==> src/rtl/mips_ctrl_pkg.sv <==
// Shared encodings for the multi-cycle MIPS controller and its ALU function decoder.
package mips_ctrl_pkg;

  typedef enum logic [3:0] {
    ST_FETCH   = 4'd0,
    ST_DECODE  = 4'd1,
    ST_RTEXE   = 4'd2,
    ST_IMMEXE  = 4'd3,
    ST_ALUWB   = 4'd4,
    ST_MEMADR  = 4'd5,
    ST_MEMRD   = 4'd6,
    ST_MEMWB   = 4'd7,
    ST_MEMWR   = 4'd8,
    ST_BRANCH  = 4'd9,
    ST_JUMP    = 4'd10,
    ST_ILLEGAL = 4'd11
  } state_e;

  // Primary opcodes (instr[31:26])
  localparam logic [5:0] OP_RTYPE = 6'b000000;
  localparam logic [5:0] OP_REGIMM = 6'b000001;  // bltz
  localparam logic [5:0] OP_J     = 6'b000010;
  localparam logic [5:0] OP_BEQ   = 6'b000100;
  localparam logic [5:0] OP_ADDIU = 6'b001001;
  localparam logic [5:0] OP_ORI   = 6'b001101;
  localparam logic [5:0] OP_LUI   = 6'b001111;
  localparam logic [5:0] OP_LW    = 6'b100011;
  localparam logic [5:0] OP_SW    = 6'b101011;

  // R-type function codes (instr[5:0])
  localparam logic [5:0] F_ADDU = 6'b100001;
  localparam logic [5:0] F_SUBU = 6'b100011;
  localparam logic [5:0] F_AND  = 6'b100100;
  localparam logic [5:0] F_OR   = 6'b100101;
  localparam logic [5:0] F_SLTU = 6'b101011;

  // ALU operation codes
  localparam logic [2:0] ALU_ADD  = 3'b101;
  localparam logic [2:0] ALU_SUB  = 3'b001;
  localparam logic [2:0] ALU_AND  = 3'b111;
  localparam logic [2:0] ALU_OR   = 3'b110;
  localparam logic [2:0] ALU_SLTU = 3'b000;
  localparam logic [2:0] ALU_LUI  = 3'b011;
  localparam logic [2:0] ALU_PASS = 3'b010;

  // ALU operand B select
  localparam logic [1:0] SRCB_RT    = 2'b00;
  localparam logic [1:0] SRCB_FOUR  = 2'b01;
  localparam logic [1:0] SRCB_IMM   = 2'b10;
  localparam logic [1:0] SRCB_IMMSH = 2'b11;

  // PC source select
  localparam logic [1:0] PC_ALU    = 2'b00;
  localparam logic [1:0] PC_ALUOUT = 2'b01;
  localparam logic [1:0] PC_JUMP   = 2'b10;

endpackage

==> src/rtl/alu_func_decode.sv <==
// Combinational {op, funct} -> ALU control decode, shared with the single-cycle build.
module alu_func_decode
  import mips_ctrl_pkg::*;
(
  input  logic [5:0] op_i,
  input  logic [5:0] funct_i,
  output logic [2:0] alucontrol_o
);

  // Map opcode (and funct for R-type) onto the ALU operation
  always_comb begin
    alucontrol_o = ALU_PASS;
    case (op_i)
      OP_RTYPE: begin
        case (funct_i)
          F_ADDU:  alucontrol_o = ALU_ADD;
          F_SUBU:  alucontrol_o = ALU_SUB;
          F_AND:   alucontrol_o = ALU_AND;
          F_OR:    alucontrol_o = ALU_OR;
          F_SLTU:  alucontrol_o = ALU_SLTU;
          default: alucontrol_o = ALU_PASS;
        endcase
      end
      OP_ADDIU, OP_LW, OP_SW: alucontrol_o = ALU_ADD;
      OP_ORI:                 alucontrol_o = ALU_OR;
      OP_LUI:                 alucontrol_o = ALU_LUI;
      OP_BEQ:                 alucontrol_o = ALU_SUB;
      default:                alucontrol_o = ALU_PASS;
    endcase
  end

endmodule

==> src/rtl/multicycle_controller.sv <==
// Multi-cycle MIPS sequencer: state register, memory wait counter and datapath control decode.
module multicycle_controller
  import mips_ctrl_pkg::*;
#(
  parameter int unsigned TIMEOUT_W = 4
)
(
  input  logic        clk,
  input  logic        reset,
  input  logic [31:0] instr,
  input  logic        zero,
  input  logic        mem_ready,
  output logic        pcwrite,
  output logic        irwrite,
  output logic        iord,
  output logic        memread,
  output logic        memwrite,
  output logic        memtoreg,
  output logic        regwrite,
  output logic [4:0]  destreg,
  output logic        alusrca,
  output logic [1:0]  alusrcb,
  output logic [2:0]  alucontrol,
  output logic [1:0]  pcsrc,
  output logic        illegal,
  output logic        memerr,
  output logic [3:0]  state
);

  // The counter reaches all-ones on the stalled cycle where it holds all-ones minus one,
  // so the timeout fires on the (2**TIMEOUT_W-1)th consecutive stalled cycle.
  localparam logic [TIMEOUT_W-1:0] WAIT_LAST = {TIMEOUT_W{1'b1}} - 1'b1;

  state_e               state_q, state_d;
  logic [TIMEOUT_W-1:0] wait_q, wait_d;

  logic [5:0] op, funct;
  logic [2:0] alu_dec;
  logic       stall, timeout;
  logic       unused_instr;

  assign op           = instr[31:26];
  assign funct        = instr[5:0];
  assign unused_instr = ^{instr[25:21], instr[10:6]};

  alu_func_decode u_alu_dec (
    .op_i         (op),
    .funct_i      (funct),
    .alucontrol_o (alu_dec)
  );

  assign stall   = ((state_q == ST_FETCH) || (state_q == ST_MEMRD) || (state_q == ST_MEMWR))
                   && !mem_ready;
  assign timeout = stall && (wait_q == WAIT_LAST);

  // Next-state selection and wait counter update
  always_comb begin
    state_d = state_q;
    case (state_q)
      ST_FETCH:  if (mem_ready) state_d = ST_DECODE;
      ST_DECODE: begin
        case (op)
          OP_RTYPE:                 state_d = ST_RTEXE;
          OP_LW, OP_SW:             state_d = ST_MEMADR;
          OP_BEQ, OP_REGIMM:        state_d = ST_BRANCH;
          OP_ADDIU, OP_ORI, OP_LUI: state_d = ST_IMMEXE;
          OP_J:                     state_d = ST_JUMP;
          default:                  state_d = ST_ILLEGAL;
        endcase
      end
      ST_RTEXE, ST_IMMEXE: state_d = ST_ALUWB;
      ST_MEMADR: begin
        if (op == OP_LW)      state_d = ST_MEMRD;
        else if (op == OP_SW) state_d = ST_MEMWR;
        else                  state_d = ST_FETCH;
      end
      ST_MEMRD:  if (mem_ready) state_d = ST_MEMWB;
      ST_MEMWR:  if (mem_ready) state_d = ST_FETCH;
      ST_ALUWB, ST_MEMWB, ST_BRANCH, ST_JUMP, ST_ILLEGAL: state_d = ST_FETCH;
      default:   state_d = ST_FETCH;
    endcase
    if (timeout) state_d = ST_FETCH;

    // A FETCH timeout keeps the state unchanged, hence the explicit clear on timeout.
    if (timeout || (state_d != state_q)) wait_d = '0;
    else if (stall)                      wait_d = wait_q + 1'b1;
    else                                 wait_d = wait_q;
  end

  // State and wait counter registers
  always_ff @(posedge clk or negedge reset) begin
    if (!reset) begin
      state_q <= ST_FETCH;
      wait_q  <= '0;
    end else begin
      state_q <= state_d;
      wait_q  <= wait_d;
    end
  end

  // Datapath control decode from the current state and IR contents
  always_comb begin
    pcwrite    = 1'b0;
    irwrite    = 1'b0;
    iord       = 1'b0;
    memread    = 1'b0;
    memwrite   = 1'b0;
    memtoreg   = 1'b0;
    regwrite   = 1'b0;
    destreg    = '0;
    alusrca    = 1'b0;
    alusrcb    = SRCB_RT;
    alucontrol = ALU_PASS;
    pcsrc      = PC_ALU;
    illegal    = 1'b0;
    memerr     = 1'b0;
    case (state_q)
      ST_FETCH: begin
        memread    = 1'b1;
        alusrcb    = SRCB_FOUR;
        alucontrol = ALU_ADD;
        pcwrite    = mem_ready;
        irwrite    = mem_ready;
      end
      ST_DECODE: begin
        alusrcb    = SRCB_IMMSH;
        alucontrol = ALU_ADD;
      end
      ST_RTEXE: begin
        alusrca    = 1'b1;
        alusrcb    = SRCB_RT;
        alucontrol = alu_dec;
      end
      ST_IMMEXE: begin
        alusrca    = 1'b1;
        alusrcb    = SRCB_IMM;
        alucontrol = alu_dec;
      end
      ST_ALUWB: begin
        regwrite = 1'b1;
        destreg  = (op == OP_RTYPE) ? instr[15:11] : instr[20:16];
      end
      ST_MEMADR: begin
        alusrca    = 1'b1;
        alusrcb    = SRCB_IMM;
        alucontrol = ALU_ADD;
      end
      ST_MEMRD: begin
        iord    = 1'b1;
        memread = 1'b1;
      end
      ST_MEMWB: begin
        regwrite = 1'b1;
        memtoreg = 1'b1;
        destreg  = instr[20:16];
      end
      ST_MEMWR: begin
        iord     = 1'b1;
        memwrite = 1'b1;
      end
      ST_BRANCH: begin
        alusrca    = 1'b1;
        alusrcb    = SRCB_RT;
        alucontrol = alu_dec;
        pcsrc      = PC_ALUOUT;
        pcwrite    = zero;
      end
      ST_JUMP: begin
        pcsrc   = PC_JUMP;
        pcwrite = 1'b1;
      end
      ST_ILLEGAL: illegal = 1'b1;
      default: ;
    endcase

    if (timeout) begin
      pcwrite  = 1'b0;
      irwrite  = 1'b0;
      memwrite = 1'b0;
      regwrite = 1'b0;
      memerr   = 1'b1;
    end

    if (!reset) begin
      pcwrite  = 1'b0;
      irwrite  = 1'b0;
      memread  = 1'b0;
      memwrite = 1'b0;
      regwrite = 1'b0;
      illegal  = 1'b0;
      memerr   = 1'b0;
    end
  end

  assign state = state_q;

endmodule

==> config.mk <==
export PLATFORM = sky130hd
export DESIGN_NAME = multicycle_controller
export DESIGN_NICKNAME = d
export VERILOG_FILES = /design/src/rtl/mips_ctrl_pkg.sv /design/src/rtl/alu_func_decode.sv /design/src/rtl/multicycle_controller.sv
export SDC_FILE = /design/constraint.sdc
export NUM_CORES = 1
export LEC_CHECK = 0
export ABC_AREA = 1
export BUFFER_PORTS_ARGS = -buffer_cell sky130_fd_sc_hd__buf_2
export CAP_MARGIN = 20
export CORE_MARGIN = 3
export CORE_UTILIZATION = 30
export DETAILED_ROUTE_END_ITERATION = 8
export PLACE_DENSITY = 0.6
export SKIP_CTS_REPAIR_TIMING = 1
export SYNTH_ARGS = -nofsm -noshare
export SYNTH_HDL_FRONTEND = slang
export SYNTH_HIERARCHICAL = 1
export SYNTH_SLANG_ARGS = --single-unit
==> constraint.sdc <==
create_clock -name clk -period 1.5 [get_ports clk]
set_input_delay 0 -clock clk [delete_from_list [all_inputs] [get_ports clk]]
set_output_delay 0 -clock clk [all_outputs]
set_load 0.005 [all_outputs]
== Word level (Yosys, flattened, before mapping) ==
Cells that the tools add are included.

* Register bits: 8
* Output and inout port bits: 26

* Equal/unequal tests: 26
* Mux-type cells: 38
* Reductions and logical operators: 21
* $add $sub $neg: 1

{| class="wikitable"
|+ Operator list
! kind !! number
|-
| equality test 6 bit (second input constant) || 7
|-
| 2-to-1 mux 4 bit || 8
|-
| one-hot mux 3 bit (5 select lines) || 2
|-
| one-hot mux 4 bit (6 select lines) || 1
|-
| equality test 4 bit (second input constant) || 5
|-
| 2-to-1 mux 1 bit || 20
|-
| one-hot mux 4 bit (5 select lines) || 1
|-
| equality test 6 x 4 -> 1 bit (second input constant) || 3
|-
| equality test 4 x 3 -> 1 bit (second input constant) || 4
|-
| OR reduction 2 bit || 7
|-
| OR reduction 3 bit || 4
|-
| one-hot mux 5 bit (2 select lines) || 1
|-
| equality test 4 x 2 -> 1 bit (second input constant) || 2
|-
| equality test 6 x 1 -> 1 bit (second input constant) || 1
|-
| equality test 6 x 2 -> 1 bit (second input constant) || 1
|-
| equality test 6 x 3 -> 1 bit (second input constant) || 1
|-
| logical NOT 6 bit || 1
|-
| one-hot mux 2 bit (3 select lines) || 1
|-
| one-hot mux 3 bit (2 select lines) || 1
|-
| 2-to-1 mux 5 bit || 1
|-
| adder 4 x 1 -> 4 bit (second input constant) || 1
|-
| equality test 4 x 1 -> 1 bit (second input constant) || 1
|-
| logical NOT 4 bit || 1
|-
| inequality test 4 bit || 1
|-
| other kinds (7) || 10
|}

== Longest topological paths before layout ==
* Depth in word-level cells: 9
* Depth in mapped cells: 12
* Depth with buffers taken out: 12

== By module ==
Netlist, hierarchy kept.

{| class="wikitable"
|+ By module, submodules not included
! module !! area each (µm²) !! seq. area each (µm²) !! times used !! cells an instance
|-
| multicycle_controller || 969.7 || 200.2 || 1 || 158
|-
| alu_func_decode || 230.2 || 0.0 || 1 || 46
|}

== Worst setup path before layout ==
OpenSTA, ideal clock, no wires.

* Path type: register -> register
* Start point: register state_q[1] (netlist: state[1])
* End point: register wait_q[2]
* Cell stages (with the launch flop): 10
* Setup time: 0.080 ns
* Slack: 0.036 ns
* Arrival time: 1.384 ns
* Period minus slack after synthesis: 1.464 ns
* Required time: 1.420 ns
* Path through: dfrtp_1 -> inv_2 -> nand2_2 -> nor2_2 -> nor2_4 -> nand2_4 -> nand3_4 -> nand3_1 -> nand3_4 -> nor3_2

* Cells in the longest elaborated chain, start to end: 9

{| class="wikitable"
|+ Ends and longest elaborated chain
! what !! line !! text
|-
| from (decl) || multicycle_controller.sv:34 || <nowiki>state_e state_q, state_d;</nowiki>
|-
| from (signal assigned) || multicycle_controller.sv:96 || <nowiki>state_q <= state_d;</nowiki>
|-
| parallel branches: the longest is 9 deep, another holds one-hot mux 4 bit (6 select lines) || -- ||
|-
| to (signal assigned) || multicycle_controller.sv:97 || <nowiki>wait_q <= wait_d;</nowiki>
|-
| to (decl) || multicycle_controller.sv:35 || <nowiki>logic [TIMEOUT_W-1:0] wait_q, wait_d;</nowiki>
|}

Parallel ways; which one is timed is not known.
A chain may end at the register's enable or synchronous reset.

== Worst setup path in the final report ==
* Start point: register state_q[2] (netlist: state[2])
* End point: output port memwrite

* Cells in the longest elaborated chain, start to end: 7

{| class="wikitable"
|+ Ends and longest elaborated chain
! what !! line !! text
|-
| equality test 4 x 3 -> 1 bit or logical NOT 4 bit (tied branches) || multicycle_controller.sv:52 || <nowiki>assign stall = ((state_q == ST_FETCH) || (state_q == ST_MEMRD) || (state_q == ST_MEMWR))</nowiki>
|-
| logical OR 1 bit (2 in a row) || multicycle_controller.sv:52 ||
|-
| logical AND 1 bit || multicycle_controller.sv:53 || <nowiki>&& !mem_ready;</nowiki>
|-
| logical AND 1 bit || multicycle_controller.sv:54 || <nowiki>assign timeout = stall && (wait_q == WAIT_LAST);</nowiki>
|-
| 2-to-1 mux 1 bit * || multicycle_controller.sv:176 || <nowiki>if (timeout) begin</nowiki>
|-
| 2-to-1 mux 1 bit * || multicycle_controller.sv:184 || <nowiki>if (!reset) begin</nowiki>
|-
| to (decl) || multicycle_controller.sv:17 || <nowiki>output logic memwrite,</nowiki>
|}

Mark *: on every way between the ends. The rest lies on a longest branch, timed or not.

==> run summary <==
run status = complete, but fails checks
failing checks = setup timing
drt total wl = 3.78 mm
top cells by area, synth = dfrtp_1 17%, nand2_1 13%, nor2_1 11%, inv_1 9.7%, nand3_1 9.2%
YS warnings = 6
Initial Utilization = 31.8%
die area = 0.00479 mm^2
Main synth FF type = dfrtp_1
fmax = 617 MHz
Startpoint Class = register
pwr dens = 1480 mW/mm^2
Pwr Total = 0.00301 W
GRT overflow = 0
Clock Path Buffers = 2
Hold Violations, Final = 0
Tmin final = 1.62 ns
I/O pin count = 62
# DRC = 0
row count = 22
HP Start = mem_ready
Worst Path Buf+Inv = 3
CTS H-tree lvls = 1
mean routed wirelength per cell = 10.9 um
Clock Skews = 0.000994 ns
Crit path max-delay family = simple AND/OR/NAND/NOR gates
mapped cell area = 0.00120 mm^2
Cell variety after synth = 29
number of DRC markers in iteration 0 = 66
largest fanout on the critical path = 8
RR Endpoint = wait_q[3]
R2R Path Start = state[2]
hold depth = 3
CTS Buf Count = 3
critical path type = register to output port
synth-to-layout area growth = 70.0%
clk root buf = clkbuf_8
Die Y = 69.2 um
top cells by count, synth = 42 x nand2_1, 35 x nor2_1, 31 x inv_1
register area = 203 um^2
largest net degree at the start of global routing = 10
CTS tree = yes
area leader, netlist = dfrtp_1
initial antenna violation count = 0
Detail Placement HPWL = 2.93 mm
Final setup viols = 8
Ant. Diodes = 0
Largest stage delay, worst path = 0.45 ns
post-synthesis register bit count = 8
Seq/Total Area, Yosys = 16.7%
drt pass-1 iters = 4
EDFF count, synth = 0
setup slack, reg-to-reg = -0.11 ns
Antenna Nets Post-Route = 0
max-slew violations = 0
RePlAce Congestion = 0.877
top-count cell post-synth = nand2_1
crit path DAT = 1.62 ns
vias in the first global route = 1,384
Max rail drop VDD = 960 uV
Max Cap Viol = 0
Total Routing Usage GR = 14.7%
Lkg Pwr = 1.13 nW
Via Count = 1,593
Mapped Cells = 204
async set-reset flop share out of synthesis = 100%
Crit path required time = 1.50 ns
Filler cells = 371
crit-path cells = inv_2, nand2_4, nor2_4, nor2_4, nand2_4, nand3_4, buf_6, nand2_2, nor2_1, buf_2
Clock Sink Count = 8
clock transition at the registers of the reported paths = 0.04 ns
Hold WC Path Type = input port to register
period utilization = 108%
R2R depth = 9
Syn Nets = 242
Multi-input gate area = 0.00101 mm^2
CP max stage cell = dfrtp_2
unrepaired setup endpoints after global routing = true
Mean Syn Cell Area = 5.88 um^2
# port buffers = 51
CP Capture Type = output port
Rel. slew slack = 81.7%
clk_lat worst skew = 0.23 ns
share of post-route cells with drive strength above 1 = 52.5%
worst hold slack = 0.201 ns
Final #Nets = 337
Least-Margin Pin Slew = 0.274 ns
routed vias/inst = 4.62
setup slack after layout = -0.121 ns
worst hold endpoint = state[2]
first-pass GRT wire length = 6.04 mm
Core Area = 0.00377 mm^2
die width = 69.2 um
area share of the largest cell type after synthesis = 16.7%
stage by stage:
step	TNS, ns	util (%)	area, um^2	setup WS [ns]	std cells
floorplan	0	-	1200	0.0359	204
global placement	-0.0847	46.4	1750	-0.0357	334
detailed placement	-0.358	46.4	1750	-0.103	334
CTS	-1.97	47.4	1790	-0.188	337
global route	-1.84	54.1	2040	-0.214	345
finish	-0.616	54.1	2040	-0.121	345
cell families (layout without fill, tap and decap cells):
kind of cell	Yosys count	after routing	synth area share, %
AND/OR/NAND/NOR	134	134	58.1
buffers and inverters	38	131	11.9
AO/OA/AOI/OAI	20	20	9.80
flip-flops	8	8	16.7
adder cells (fa/ha/maj)	2	2	2.09
XOR/XNOR	2	2	1.46
metal layers:
layer	global-route usage, %	wire (um)
met1	20.4	1700
met2	23.5	1840
met4	3.47	32
met5	0	0
met3	2.90	209
power breakdown:
| group | total, W | switching [W] | internal, W |
|---|---|---|---|
| clock | 0.000268 | 0.0000929 | 0.000175 |
| combinational | 0.00238 | 0.00126 | 0.00112 |
| sequential | 0.000364 | 0.0000815 | 0.000282 |
sequential cells by signal (all words and copies together), names as in the netlist:
| register | count |
|---|---|
| wait_q | 4 |
| state | 4 |
worst max-delay path by stage:
stage          startpoint        end  slack [ns]  cells after the start
5_1_grt          state[2]  wait_q[2]       -0.21                      9
3_5_place_dp     state[2]  wait_q[3]       -0.10                      7
6_report         state[2]   memwrite       -0.12                     10
3_3_place_gp     state[1]  wait_q[3]       -0.04                      9
4_1_cts          state[3]    pcwrite       -0.19                      8
2_1_floorplan    state[1]  wait_q[2]        0.04                      9
layout by cell type, fill, tap and decap left out, drive strengths merged, types with 2 or more instances in the layout:
cell type  instances
ha                 2
a21oi              3
nand2             52
o21ai             12
a31oi              2
nor3               6
nand3             26
nand4              3
nor2              45
inv               38
clkbuf             3
buf               89
dfrtp              8
worst register-to-register path, cell delays in order (launching register included):
cell	delay, ns
dfrtp_2	0.45
inv_2	0.10
nand2_4	0.08
nor2_4	0.15
nor2_4	0.07
nand2_4	0.08
nand3_4	0.13
nand3_1	0.17
nand3_4	0.13
nor3_4	0.19
final cells by class:
type	instances	share of cell area, %
multi-input combinational	158	49.6
inverter	38	7.36
sequential	8	9.94
tap	48	2.94
timing repair buffer	90	28.1
clock buffer	3	2.02
Note: power is estimated with default switching activity, not from simulation.
